File: src/rtl/uart_rx_if.sv
// uart_rx_if: byte-wide valid/ready output bundle of the UART receiver.
//   uart_rx_data      received byte, stable while uart_rx_valid=1
//   uart_rx_valid     byte available
//   uart_rx_ready     consumer accepts the byte
//   uart_rx_frame_err one-cycle pulse, stop bit sampled low
//   uart_rx_overrun   one-cycle pulse, byte dropped because the previous one was still pending
// modport master: receiver side; modport slave: consumer side.
interface uart_rx_if;
  logic [7:0] uart_rx_data;
  logic       uart_rx_valid;
  logic       uart_rx_ready;
  logic       uart_rx_frame_err;
  logic       uart_rx_overrun;

  modport master (
    output uart_rx_data,
    output uart_rx_valid,
    input  uart_rx_ready,
    output uart_rx_frame_err,
    output uart_rx_overrun
  );

  modport slave (
    input  uart_rx_data,
    input  uart_rx_valid,
    output uart_rx_ready,
    input  uart_rx_frame_err,
    input  uart_rx_overrun
  );
endinterface

File: src/rtl/uart_rx.sv
// uart_rx: 8N1 UART receiver. One bit period is uart_divider+1 uart_clk cycles.
//
// Ports:
//   uart_clk      system clock
//   uart_rst_n    asynchronous active-low reset
//   uart_ser_rx   serial line, idle high, asynchronous to uart_clk
//   uart_divider  bit period minus one (legal 3..65535), latched at start detection
//   rx_if         uart_rx_if.master: data/valid/ready handshake plus error pulses
//
// Parameter SYNC_STAGES (2 or 3): depth of the input synchroniser.
//
// Optional feature macro UART_RX_MAJORITY_EN: when defined, every bit decision
// is the 2-of-3 majority of the samples at target-1, target and target+1, and
// is taken at target+1 (requires uart_divider >= 4). When undefined, a single
// sample is taken at target.
//
// state  | meaning
// IDLE   | line idle, waiting for a falling edge on rx_s
// START  | counting to mid start bit to confirm it
// DATA   | sampling 8 data bits, LSB first
// STOP   | sampling the stop bit, delivering the byte
// BREAK  | stop bit was low, waiting for the line to return high
module uart_rx #(
  parameter int SYNC_STAGES = 2
) (
  input  logic        uart_clk,
  input  logic        uart_rst_n,
  input  logic        uart_ser_rx,
  input  logic [15:0] uart_divider,
  uart_rx_if.master   rx_if
);

  typedef enum logic [2:0] {
    IDLE  = 3'd0,
    START = 3'd1,
    DATA  = 3'd2,
    STOP  = 3'd3,
    BREAK = 3'd4
  } state_t;

`ifdef UART_RX_MAJORITY_EN
  // Decision lands one cycle after target, so the data counter restarts at 1
  // to keep the following samples centred.
  localparam logic [15:0] CNT_RESTART = 16'd1;
`else
  localparam logic [15:0] CNT_RESTART = 16'd0;
`endif

  logic [SYNC_STAGES-1:0] sync_q;
  logic                   rx_s;

  state_t      state_q, state_d;
  logic [15:0] cnt_q, cnt_d;
  logic [15:0] div_q, div_d;
  logic [2:0]  bitcnt_q, bitcnt_d;
  logic [7:0]  shift_q, shift_d;
  logic [7:0]  data_q, data_d;
  logic        valid_q, valid_d;
  logic        fe_q, fe_d;
  logic        ov_q, ov_d;

  logic [15:0] target;
  logic        decide;
  logic        bit_v;
  logic        accept;

`ifdef UART_RX_MAJORITY_EN
  logic [1:0] maj_q, maj_d;
  logic       pend_q, pend_d;
`endif

  always_ff @(posedge uart_clk or negedge uart_rst_n) begin
    if (!uart_rst_n) begin
      sync_q <= '1;
    end else begin
      sync_q <= {sync_q[SYNC_STAGES-2:0], uart_ser_rx};
    end
  end

  assign rx_s = sync_q[SYNC_STAGES-1];

  always_ff @(posedge uart_clk or negedge uart_rst_n) begin
    if (!uart_rst_n) begin
      state_q  <= IDLE;
      cnt_q    <= '0;
      div_q    <= '0;
      bitcnt_q <= '0;
      shift_q  <= '0;
      data_q   <= '0;
      valid_q  <= 1'b0;
      fe_q     <= 1'b0;
      ov_q     <= 1'b0;
`ifdef UART_RX_MAJORITY_EN
      maj_q    <= '0;
      pend_q   <= 1'b0;
`endif
    end else begin
      state_q  <= state_d;
      cnt_q    <= cnt_d;
      div_q    <= div_d;
      bitcnt_q <= bitcnt_d;
      shift_q  <= shift_d;
      data_q   <= data_d;
      valid_q  <= valid_d;
      fe_q     <= fe_d;
      ov_q     <= ov_d;
`ifdef UART_RX_MAJORITY_EN
      maj_q    <= maj_d;
      pend_q   <= pend_d;
`endif
    end
  end

  always_comb begin
    state_d  = state_q;
    cnt_d    = cnt_q;
    div_d    = div_q;
    bitcnt_d = bitcnt_q;
    shift_d  = shift_q;
    data_d   = data_q;
    valid_d  = valid_q;
    fe_d     = 1'b0;
    ov_d     = 1'b0;

    accept = valid_q && rx_if.uart_rx_ready;
    if (accept) valid_d = 1'b0;

    target = (state_q == START) ? (div_q >> 1) : div_q;

`ifdef UART_RX_MAJORITY_EN
    maj_d  = maj_q;
    pend_d = 1'b0;
    if (cnt_q == target - 16'd1) maj_d[0] = rx_s;
    if (cnt_q == target) begin
      maj_d[1] = rx_s;
      pend_d   = (state_q == START) || (state_q == DATA) || (state_q == STOP);
    end
    decide = pend_q;
    bit_v  = (maj_q[0] & maj_q[1]) | (maj_q[0] & rx_s) | (maj_q[1] & rx_s);
`else
    decide = (cnt_q == target);
    bit_v  = rx_s;
`endif

    // Free-running bit timer while a frame is in progress.
    if ((state_q == START) || (state_q == DATA) || (state_q == STOP)) begin
      cnt_d = (cnt_q == div_q) ? 16'd0 : cnt_q + 16'd1;
    end

    case (state_q)
      IDLE: begin
        cnt_d = '0;
        if (!rx_s) begin
          state_d = START;
          div_d   = uart_divider;
        end
      end
      START: begin
        if (decide) begin
          if (bit_v) begin
            state_d = IDLE;
          end else begin
            state_d  = DATA;
            cnt_d    = CNT_RESTART;
            bitcnt_d = '0;
          end
        end
      end
      DATA: begin
        if (decide) begin
          shift_d  = {bit_v, shift_q[7:1]};
          bitcnt_d = bitcnt_q + 3'd1;
          if (bitcnt_q == 3'd7) state_d = STOP;
        end
      end
      STOP: begin
        if (decide) begin
          if (bit_v) begin
            state_d = IDLE;
            // A slot is free if nothing is pending or the pending byte is
            // being accepted this very cycle.
            if (!valid_q || accept) begin
              data_d  = shift_q;
              valid_d = 1'b1;
            end else begin
              ov_d = 1'b1;
            end
          end else begin
            state_d = BREAK;
            fe_d    = 1'b1;
          end
        end
      end
      BREAK: begin
        cnt_d = '0;
        if (rx_s) state_d = IDLE;
      end
      default: begin
        state_d = IDLE;
        cnt_d   = '0;
      end
    endcase
  end

  assign rx_if.uart_rx_data      = data_q;
  assign rx_if.uart_rx_valid     = valid_q;
  assign rx_if.uart_rx_frame_err = fe_q;
  assign rx_if.uart_rx_overrun   = ov_q;

endmodule

File: src/flat_wrapper.sv
// flat-port wrapper written by rule: the top's interface ports become plain ports
module uart_rx_flat 
#(
  parameter int SYNC_STAGES = 2
)
  (uart_clk, uart_rst_n, uart_ser_rx, uart_divider, rx_if_uart_rx_data, rx_if_uart_rx_valid, rx_if_uart_rx_ready, rx_if_uart_rx_frame_err, rx_if_uart_rx_overrun);
  uart_rx_if rx_if_i ();
  input  logic uart_clk;
  input  logic uart_rst_n;
  input  logic uart_ser_rx;
  input  logic [15:0] uart_divider;
  output wire logic [$bits(rx_if_i.uart_rx_data)-1:0] rx_if_uart_rx_data;
  output wire logic [$bits(rx_if_i.uart_rx_valid)-1:0] rx_if_uart_rx_valid;
  input wire logic [$bits(rx_if_i.uart_rx_ready)-1:0] rx_if_uart_rx_ready;
  output wire logic [$bits(rx_if_i.uart_rx_frame_err)-1:0] rx_if_uart_rx_frame_err;
  output wire logic [$bits(rx_if_i.uart_rx_overrun)-1:0] rx_if_uart_rx_overrun;
  assign rx_if_uart_rx_data = rx_if_i.uart_rx_data;
  assign rx_if_uart_rx_valid = rx_if_i.uart_rx_valid;
  assign rx_if_i.uart_rx_ready = rx_if_uart_rx_ready;
  assign rx_if_uart_rx_frame_err = rx_if_i.uart_rx_frame_err;
  assign rx_if_uart_rx_overrun = rx_if_i.uart_rx_overrun;
  uart_rx #(.SYNC_STAGES(SYNC_STAGES)) u_core (.uart_clk(uart_clk), .uart_rst_n(uart_rst_n), .uart_ser_rx(uart_ser_rx), .uart_divider(uart_divider), .rx_if(rx_if_i));
endmodule
File: config.mk
export PLATFORM = sky130hd
export DESIGN_NAME = uart_rx_flat
export DESIGN_NICKNAME = d
export VERILOG_FILES = /design/src/rtl/uart_rx_if.sv /design/src/rtl/uart_rx.sv /design/src/flat_wrapper.sv
export SDC_FILE = /design/constraint.sdc
export NUM_CORES = 1
export LEC_CHECK = 0
export ABC_AREA = 1
export CORE_MARGIN = 3
export CORE_UTILIZATION = 54
export CTS_BUF_LIST = sky130_fd_sc_hd__clkbuf_4
export DETAILED_ROUTE_END_ITERATION = 10
export PLACE_DENSITY = 0.76
export SLEW_MARGIN = 0
export SYNTH_ARGS = -nofsm -noshare
export SYNTH_HDL_FRONTEND = slang
export SYNTH_SLANG_ARGS = --single-unit
File: constraint.sdc
create_clock -name uart_clk -period 3.5 [get_ports uart_clk]
set_input_delay 0.35 -clock uart_clk [delete_from_list [all_inputs] [get_ports uart_clk]]
set_output_delay 0.35 -clock uart_clk [all_outputs]
set_load 0.05 [all_outputs]
==> metrics.log <==
[metrics] cell with the largest stage delay on the worst path: sky130_fd_sc_hd__nor2_4
[metrics] multiplexer share of the synthesized area: 0.516%
[metrics] Internal Pwr Total: about 1.8 mW
[metrics] Worst Max-Slew Pin Slew: 1.14 ns
[metrics] critical setup path kind: flop to flop
[metrics] largest family of logic cells by synthesized area: simple AND/OR/NAND/NOR gates
[metrics] number of max-slew violations in the final report: 0
[metrics] worst rel slew slack: roughly a quarter
[metrics] clock latency on the worst-skew pair: 0.43 ns
[metrics] post-layout net count: 729
[metrics] Synth Area in Compound Gates: 3.55%
[metrics] setup repair after global routing missed its margin: no
[metrics] number of buffers inserted by hold repair at cts: 0
[metrics] synth unique cells: 30
[metrics] total power draw: 3.80 mW
[metrics] placed wire-length estimate after detailed placement: around 8500 um
[metrics] setup repair bufs after CTS: 0
[metrics] number of filler cells placed in the layout: 736
[metrics] standard-cell row count: 32
[metrics] I/O pins: 31
[metrics] global-route usage over all layers: 26.6%
[metrics] initial antenna violation count: 0
[metrics] post-synthesis sequential element count: just under 60
[metrics] antenna diode count: 0
[metrics] adder-cell share of the synthesized area: less than 1%
[metrics] cell-by-cell trace of the critical path: nand2_2, nor2_4, nand2_1, nand3_1, nand2_1, inv_1, nand2_1, nor2_1, nand2_1, nor2_4, nand2_1, nand3_1, nand2_1
[metrics] CTS-repair resized insts: 0
[metrics] total negative setup slack: 0 ns
[metrics] Placeable Area: 7810 sq um
[metrics] CTS tree: yes
[metrics] number of nets produced by synthesis: 712
[metrics] wire length after detailed routing: between 10000 and 15000 um
[metrics] commonest non-fill, non-tap cell in the layout: sky130_fd_sc_hd__nand2_1
[metrics] combinational share of power: 56.5%
[metrics] run status: finished clean
[metrics] Warnings, synthesis: 0
[metrics] min-delay worst type: input pin to asynchronous set/reset pin
[metrics] initial core utilization: 55.9%
[metrics] CTS root buf: sky130_fd_sc_hd__clkbuf_4
[metrics] leakage power: ~2.6 nW
[metrics] total number of H-tree levels: 3
[metrics] sequential share of the synthesized area: 33.9%
[metrics] average wire length per cell after detail routing: 14.2 um
[metrics] GRT Residual Overflow: 0
[metrics] number of nets with antenna violations after routing: 0
[metrics] capturing element type of the critical path: flop
[metrics] area of all placed cells without fillers: about 4800 sq um
[metrics] largest fanout of any net on the critical path: 26
[metrics] final clock period utilization by the worst path: 77.2%
[metrics] port buffer count: 30
[metrics] Die Height: 95.9 um
[metrics] highest achievable clock rate: 370 MHz
[metrics] Core Util, Final: between 60% and 70%
[metrics] clock sinks: 59
[metrics] maximum buffer depth of the clock tree: 2
[metrics] placed cells: 797
[metrics] via density per instance: 5.45
[metrics] Horiz. Die Dim: 95.9 um
[metrics] reported max-cap violation count: 0
[metrics] proportion of layout cells with a drive suffix above 1: 6.33%
[metrics] Pwr per Cell Area: 798 nW/um^2
[metrics] switching power share of the total: 52.4%
[metrics] floorplan die area: 9200 sq um
[metrics] Required @ worst endpoint: 3.83 ns
[metrics] final setup violation count: 0
[metrics] largest net degree at the start of global routing: 40
[metrics] DRT iter0 DRCs: 308
[metrics] Layout Skew: around 0.011 ns
[metrics] xor-xnor portion of the synthesized cell area: under 10%
[metrics] via count of the first global-routing pass: 4021
[metrics] simple logic cell fraction of the synthesized area: between 40% and 50%
[metrics] vias after detailed routing: 4431
[metrics] Post-Synthesis Cells: 689
[metrics] area growth from synthesis to layout: 9.08%
[metrics] arrival time of the worst setup path: 3.03 ns
[metrics] cell area after placement: 4630 sq um
[metrics] critical path startpoint category: flop
[metrics] Max IR drop VDD: 467 uV
[metrics] most used cells in the layout excluding fill and tap cells: 301 x sky130_fd_sc_hd__nand2_1, 95 x sky130_fd_sc_hd__nand3_1, 61 x sky130_fd_sc_hd__nor2_1
[metrics] largest stage delay on the critical path: between 0.5 and 0.6 ns
[metrics] DR DRC count: 0
[metrics] count of TritonRoute iterations in the first routing pass: 6
[metrics] Flop pwr share: 30.2%
[metrics] clock network power share: 13.3%
[metrics] reg-to-reg slack, setup: roughly 0.80 ns
[metrics] number of cells in the finished layout apart from fillers: 813
[metrics] Hold Vio Cnt, Final: 0
[metrics] clock transition at the registers of the reported paths: 0.10 ns
[metrics] Net Sw Power: 1.99 mW
[metrics] synthesized cell area: 4370 sq um
[metrics] number of clock buffers inserted by TritonCTS: 9
[metrics] wire length of the first global-routing pass: 19000 um
[metrics] global placer's final weighted congestion: between 0.9 and 1
[metrics] Critical Path Most Common Cell: sky130_fd_sc_hd__nand2_1
[metrics] Mean Syn Cell Area: 6.34 sq um
[metrics] Period minus WS final: 2.70 ns
[cell type report]
class / count / area, sq um / share of cell area (%)
Tap cell: 102 / 128 / 2.68
Clock inverter: 5 / 53.8 / 1.13
Multi-Input combinational cell: 542 / 2460 / 51.6
Sequential cell: 59 / 1480 / 31.0
Clock buffer: 11 / 82.6 / 1.73
Timing Repair Buffer: 36 / 340 / 7.14
Inverter: 58 / 223 / 4.67
[registers in the layout, summed over array words and instances (netlist names)]
signal,count
u_core.cnt_q,16
u_core.state_q,3
u_core.bitcnt_q,3
u_core.rx_if.uart_rx_data,8
u_core.rx_if.uart_rx_frame_err,1
u_core.rx_if.uart_rx_valid,1
u_core.shift_q,8
u_core.rx_if.uart_rx_overrun,1
u_core.sync_q,2
u_core.div_q,16
[metrics by stage]
stage / setup slack (ns) / hold slack, ns
final: 0.799 / 0.0348
after global routing: 0.509 / 0.0982
after CTS: 0.850 / 0.0692
after detailed placement: 0.855 / 0.347
after global placement: 0.983 / 0.346
after floorplan: 1.59 / 0.0544
[power groups by stage]
stage | logic (mW) | clock network [mW] | registers [mW]
floorplan | 1.83 | 0 | 0.997
global placement | 2.04 | 0 | 1.15
detailed placement | 2.12 | 0 | 1.15
CTS | 2.13 | 0.519 | 1.14
global route | 2.46 | 0.549 | 1.17
finish | 2.15 | 0.507 | 1.15
[synthesized netlist by cell type]
| library cell | number | area (sq um) |
|---|---|---|
| sky130_fd_sc_hd__nor2_4 | 2 | 22.5 |
| sky130_fd_sc_hd__nor2_2 | 4 | 25.0 |
| sky130_fd_sc_hd__mux2_2 | 2 | 22.5 |
| sky130_fd_sc_hd__xor2_1 | 23 | 201 |
| sky130_fd_sc_hd__nand3_2 | 2 | 20.0 |
| sky130_fd_sc_hd__nand2_2 | 6 | 37.5 |
| sky130_fd_sc_hd__nand4_1 | 11 | 68.8 |
| sky130_fd_sc_hd__buf_4 | 2 | 15.0 |
| sky130_fd_sc_hd__o21ai_1 | 11 | 55.1 |
| sky130_fd_sc_hd__dfstp_2 | 2 | 52.6 |
| sky130_fd_sc_hd__ha_1 | 3 | 37.5 |
| sky130_fd_sc_hd__nand3_4 | 1 | 17.5 |
| sky130_fd_sc_hd__clkbuf_1 | 13 | 48.8 |
| sky130_fd_sc_hd__buf_2 | 4 | 20.0 |
| sky130_fd_sc_hd__nor3_1 | 1 | 5.00 |
| sky130_fd_sc_hd__buf_8 | 2 | 30.0 |
| sky130_fd_sc_hd__o21bai_2 | 1 | 11.3 |
| sky130_fd_sc_hd__inv_4 | 2 | 12.5 |
| sky130_fd_sc_hd__a311oi_1 | 1 | 8.76 |
| sky130_fd_sc_hd__inv_1 | 55 | 206 |
| sky130_fd_sc_hd__a21oi_1 | 15 | 75.1 |
| sky130_fd_sc_hd__nor2_1 | 61 | 229 |
| sky130_fd_sc_hd__dfrtp_1 | 57 | 1430 |
| sky130_fd_sc_hd__nand2_4 | 1 | 11.3 |
| sky130_fd_sc_hd__clkinv_1 | 1 | 3.75 |
| sky130_fd_sc_hd__buf_1 | 1 | 3.75 |
| sky130_fd_sc_hd__buf_6 | 8 | 90.1 |
| sky130_fd_sc_hd__nand2_1 | 301 | 1130 |
| sky130_fd_sc_hd__nand3_1 | 95 | 475 |
| sky130_fd_sc_hd__o21ai_0 | 1 | 5.00 |
[critical path: cells and delay by family, from the launching register on]
| kind | cells | cell delay (ns) |
|---|---|---|
| and+or+nand+nor | 12 | 1.98 |
| buffers and inverters | 1 | 0.05 |
| DFF | 1 | 0.54 |
[per-layer routing]
metal | GRT usage [%] | up-vias | part of all wire, %
met2 | 43.0 | 166 | 47
met1 | 34.3 | 2026 | 43
li1 | - | 2200 | -
met5 | 0 | - | 0
met3 | 3.99 | 39 | 5.8
met4 | 13.6 | 0 | 4.0
[path summary, 6_finish.rpt]
| check | start | endpoint | cells past startpoint |
|---|---|---|---|
| max in group asynchronous | uart_rst_n | u_core.cnt_q[10]$_DFF_PN0_ | 2 |
| hold reg to reg | u_core.sync_q[0]$_DFF_PN1_ | u_core.sync_q[1]$_DFF_PN1_ | 0 |
| hold / removal | uart_rst_n | u_core.div_q[14]$_DFFE_PN0P_ | 1 |
| min in group uart_clk | uart_ser_rx | u_core.sync_q[0]$_DFF_PN1_ | 1 |
| setup / recovery | u_core.state_q[0]$_DFFE_PN0P_ | u_core.cnt_q[6]$_DFF_PN0_ | 13 |
| setup reg to reg | u_core.state_q[0]$_DFFE_PN0P_ | u_core.cnt_q[6]$_DFF_PN0_ | 13 |
[cell families after synthesis]
group | after synthesis
DFF | 59
AOI/OAI and AO/OA | 29
and+or+nand+nor | 485
adders and majority gates | 3
muxes | 2
xor gates and xnor gates | 23
buffers and inverters | 88
No activity file was read; power rests on OpenSTA's default activity.
==> edit 1: new RTL, config.mk and constraints unchanged <==
`SYNC_STAGES` is set to 2 in 2 places; all go to 4. Comments in the files are not updated.
--- a/src/rtl/uart_rx.sv
+++ b/src/rtl/uart_rx.sv
@@ -21,7 +21,7 @@
 // STOP   | sampling the stop bit, delivering the byte
 // BREAK  | stop bit was low, waiting for the line to return high
 module uart_rx #(
-  parameter int SYNC_STAGES = 2
+  parameter int SYNC_STAGES = 4
 ) (
   input  logic        uart_clk,
   input  logic        uart_rst_n,
--- a/src/flat_wrapper.sv
+++ b/src/flat_wrapper.sv
@@ -1,7 +1,7 @@
 // flat-port wrapper written by rule: the top's interface ports become plain ports
 module uart_rx_flat 
 #(
-  parameter int SYNC_STAGES = 2
+  parameter int SYNC_STAGES = 4
 )
   (uart_clk, uart_rst_n, uart_ser_rx, uart_divider, rx_if_uart_rx_data, rx_if_uart_rx_valid, rx_if_uart_rx_ready, rx_if_uart_rx_frame_err, rx_if_uart_rx_overrun);
   uart_rx_if rx_if_i ();
Check against the original RTL: same outputs for any inputs over 10 cycles, from zero or initial values and one cycle with uart_rst_n low; that may be too few to reach the edited logic, so the function may still have changed.
==> edit 1 against the original RTL <==
- area after synthesis increased by 1.2%
- critical path type unchanged
- via count decreased by 1.6%
- setup slack improved by 0.044 ns
- first-iteration DRC count unchanged
- power increased by 0.97%
- cell count increased by 0.12%
- design area increased by 1.2%
- clock skew increased by 0.0068 ns
- routed wire length decreased by 1.1%
- worst hold slack improved by 0.0014 ns
- highest routed layer unchanged
- sequential cell count increased by 2
- synthesized cell count increased by 0.29%
==> edit 1: results (changes against the original RTL) <==
[place]
place_inst = 798  ; was 797
globalplace.congestion = 1.006  ; was 0.9821
hpwlAfterDp_um = 8394  ; was 8493 um
portBuffers = 30  ; unchanged
detailed_place.area_um2 = 4673  ; was 4628 um2

[setup_path]
cp.arrival_ns = 3.04  ; was 3.03 ns
reg2regPathDepth = 12  ; was 13
worst-path-max-fanout = 21  ; was 26
crit_slowest_cell = nor2_1  ; was nor2_4
r2r_slack_ns = 0.84  ; was 0.80 ns
endpoint = u_core.bitcnt_q[0]  ; was u_core.cnt_q[6]
critical-path-max-stage-delay_ns = 0.58  ; was 0.55 ns
critPathLaunch = u_core.state_q[0]  ; unchanged

[sta]
skew_ns = 0.01789  ; was 0.01109 ns
fin_tns_setup_ns = 0  ; unchanged
max_slew.worst_pin.slew_ns = 1.198  ; was 1.139 ns

[global_route]
grtUsageTotal_pct = 26.72  ; was 26.56%
grt_pass1_wl_um = 19210  ; was 18,980 um
grt_pass1_vias = 4130  ; was 4,021
antenna_found_initial = 0  ; unchanged
grt_start_max_net_pins = 39  ; was 40

[final_layout]
diodes = 0  ; unchanged
fin_nets = 730  ; was 729
fill_cells = 769  ; was 736
stdcell_count = 814  ; was 813
drive_gt1_share_pct = 6.601  ; was 6.329%

[clock_tree]
insertion_delay_ns = 0.43  ; about the same
cts_setup_buffers = 0  ; unchanged
clockBufferDepth = 2  ; unchanged
clkSlewWorstSetupHoldPaths_ns = 0.13  ; was 0.10 ns
cts-root-buf = clkbuf_4  ; unchanged

[synth]
synth-async-reset-ratio_pct = 100.0  ; unchanged
synth_commonest_cells = nand2_1, nand3_1, nor2_1  ; unchanged
synth_area_leaders = dfrtp_1, nand2_1, nand3_1  ; unchanged
ys_warn_count = 0  ; unchanged
synth_cells = 691  ; was 689
synth.distinct_cells = 30  ; unchanged
ys_seq_area_share_pct = 34.64  ; was 33.86%
syn-num-nets = 714  ; was 712

[worst_hold_path]
hold_path_class = in2async  ; unchanged

[drt]
vias = 4358  ; was 4,431
wl_per_cell_um = 14.06  ; was 14.24 um
drt_iter0_drc = 308  ; unchanged
dr.pass1.iters = 4  ; was 6

[power_and_ir_drop]
p_leak_uw = 0.002628  ; was 0.002601 uW
vdd_drop_max_mv = 0.6290  ; was 0.4665 mV

[outcome]
status = complete, no violations  ; unchanged

edit 1: worst min-delay path by stage:
stage	startpoint	slack, ns	depth (start not counted)	to
4_1_cts	uart_rst_n	0.06	1	u_core.cnt_q[1]
6_report	uart_rst_n	0.04	1	u_core.div_q[15]
3_3_place_gp	u_core.sync_q[2]	0.35	0	u_core.sync_q[3]
2_1_floorplan	uart_rst_n	0.05	0	u_core.bitcnt_q[0]
5_1_grt	uart_rst_n	0.08	1	u_core.cnt_q[3]
3_5_place_dp	u_core.sync_q[1]	0.35	0	u_core.sync_q[2]
edit 1: final cells by class:
class / count / area share, %
Multi-Input combinational cell: 542 / 51.01
Clock inverter: 7 / 1.636
Sequential cell: 61 / 31.78
Timing Repair Buffer: 35 / 6.906
Tap cell: 102 / 2.648
Clock buffer: 9 / 1.402
Inverter: 58 / 4.621
edit 1: through the flow:
stage | utilization (%) | worst slack [ns] | hold WS, ns
2_1_floorplan | - | 1.589 | 0.05441
3_3_place_gp | 59.55 | 0.9786 | 0.3476
3_5_place_dp | 59.55 | 0.8824 | 0.3469
4_1_cts | 61.42 | 0.8602 | 0.06033
5_1_grt | 61.42 | 0.5094 | 0.07837
6_report | 61.42 | 0.8437 | 0.03619
edit 1: cells by family after synthesis:
logic type	synth area share, %
AND/OR/NAND/NOR	46.19
buffers and inverters	9.737
flip-flops	34.64
AO/OA/AOI/OAI	3.510
XOR/XNOR	4.557
adder cells (fa/ha/maj)	0.8492
multiplexers	0.5094
edit 1: worst max-delay path, delay by kind of cell, from the launching register on:
kind,cells,cell delay [ns]
DFF,1,0.55
and+or+nand+nor,12,2.05
edit 1: metal layers:
layer  track usage [%]  routed length [um]  vias up
met1             34.44                5059     2013
met4             9.112                 250        0
li1                  -                   -     2195
met5                 0                   0        -
met3             5.887                 613       17
met2             44.31                5518      133
edit 1: where the power goes:
part | switching [uW] | internal, uW | total [uW]
clock | 315 | 227 | 543
combinational | 1410 | 721 | 2130
sequential | 291 | 876 | 1170
total | 2010 | 1820 | 3840
==> edit 2: new RTL, same settings <==
Made on the original files. The 5 states of `state_t` get a one-hot encoding in 5 bits.
--- a/src/rtl/uart_rx.sv
+++ b/src/rtl/uart_rx.sv
@@ -30,12 +30,12 @@
   uart_rx_if.master   rx_if
 );
 
-  typedef enum logic [2:0] {
-    IDLE  = 3'd0,
-    START = 3'd1,
-    DATA  = 3'd2,
-    STOP  = 3'd3,
-    BREAK = 3'd4
+  typedef enum logic [4:0] {
+    IDLE  = 5'b00001,
+    START = 5'b00010,
+    DATA  = 5'b00100,
+    STOP  = 5'b01000,
+    BREAK = 5'b10000
   } state_t;
 
 `ifdef UART_RX_MAJORITY_EN
Formal check against the unedited RTL: no difference found for any inputs over 10 cycles, from zero or initial values and one cycle with uart_rst_n low; not proved beyond that.
==> edit 2 against the original RTL <==
- routed wire length fell by 30%
- area after synthesis decreased by 21%
- sequential cell count up 2
- cell count is 30% lower
- largest cell class unchanged
- setup slack lost 0.098 ns
- design area is 17% lower
Power is not compared: it rests on default switching activity, and its combinational part moved more than twofold at a synthesized area within 25%.
==> edit 2: results (changes against the original RTL) <==
[outcome]
status = complete, no violations  ; unchanged

[sta]
fin_ws_ns = 0.7016  ; was 0.7992 ns
skew_ns = 0.01613  ; was 0.01109 ns

[global_route]
grt_start_max_net_pins = 46  ; was 40
grtUsageTotal_pct = 23.31  ; was 26.56%
grt_pass1_vias = 3063  ; was 4,021

[synth]
synthMuxAreaShare_pct = 0  ; was 0.5156%
synth_compound_area_share_pct = 6.083  ; was 3.552%
synth_fa_ha_area_share_pct = 1.086  ; was 0.8594%
synth.distinct_cells = 29  ; was 30
synth_area_leaders = dfrtp_1, nand2_1, nand3_1  ; unchanged
ys_seq_area_share_pct = 44.28  ; was 33.86%
synth_commonest_cells = nand2_1, dfrtp_1, nor2_1  ; was nand2_1, nand3_1, nor2_1

[final_layout]
finalInstanceArea_um2 = 3943  ; was 4765 um2
drive_gt1_share_pct = 7.071  ; was 6.329%
stdcell_count = 570  ; was 813
multi_input_area_um2 = 1639  ; was 2459 um2
fin_nets = 513  ; was 729
nClkBuffers = 9  ; was 11
num-multi-input-gates = 334  ; was 542

[setup_path]
critPathLaunch = u_core.state_q[4]  ; was u_core.state_q[0]
r2r_end = u_core.shift_q[1]  ; was u_core.cnt_q[6]
r2r_slack_ns = 0.70  ; was 0.80 ns

[drt]
vias_per_cell = 5.586  ; was 5.450
drt_wl_total_um = 8087  ; was 11,570 um

[place]
detailed_place.area_um2 = 3776  ; was 4628 um2
post-place-ws_ns = 0.7956  ; was 0.8551 ns
hpwlAfterDp_um = 5636  ; was 8493 um
place_inst = 554  ; was 797

edit 2: layer usage:
layer / vias to the layer above / track usage (%) / part of all wire (%)
li1: 1551 / - / -
met1: 1506 / 28.76 / 43
met2: 106 / 38.54 / 49
met3: 21 / 4.995 / 5.7
met4: 0 / 11.51 / 2.4
met5: - / 0 / 0
edit 2: worst min path at each step:
stage | cells after the start | slack, ns | end
after floorplan | 0 | 0.05 | u_core.bitcnt_q[0]
after global placement | 0 | 0.35 | u_core.sync_q[1]
after detailed placement | 0 | 0.35 | u_core.sync_q[1]
after CTS | 1 | 0.10 | u_core.div_q[10]
after global routing | 1 | 0.14 | u_core.div_q[10]
final | 1 | 0.07 | u_core.div_q[10]
edit 2: critical path, cell delays in order (launching register included):
cell     delay, ns
dfrtp_1       0.40
inv_2         0.35
nand3_4       0.37
nand2_1       0.19
nand2_1       0.07
nand2_1       0.06
nand2_1       0.05
nor2_1        0.09
nand2_1       0.07
nor2_2        0.18
nand2_2       0.25
nor2_2        0.42
nand2_1       0.12
nand2_1       0.10
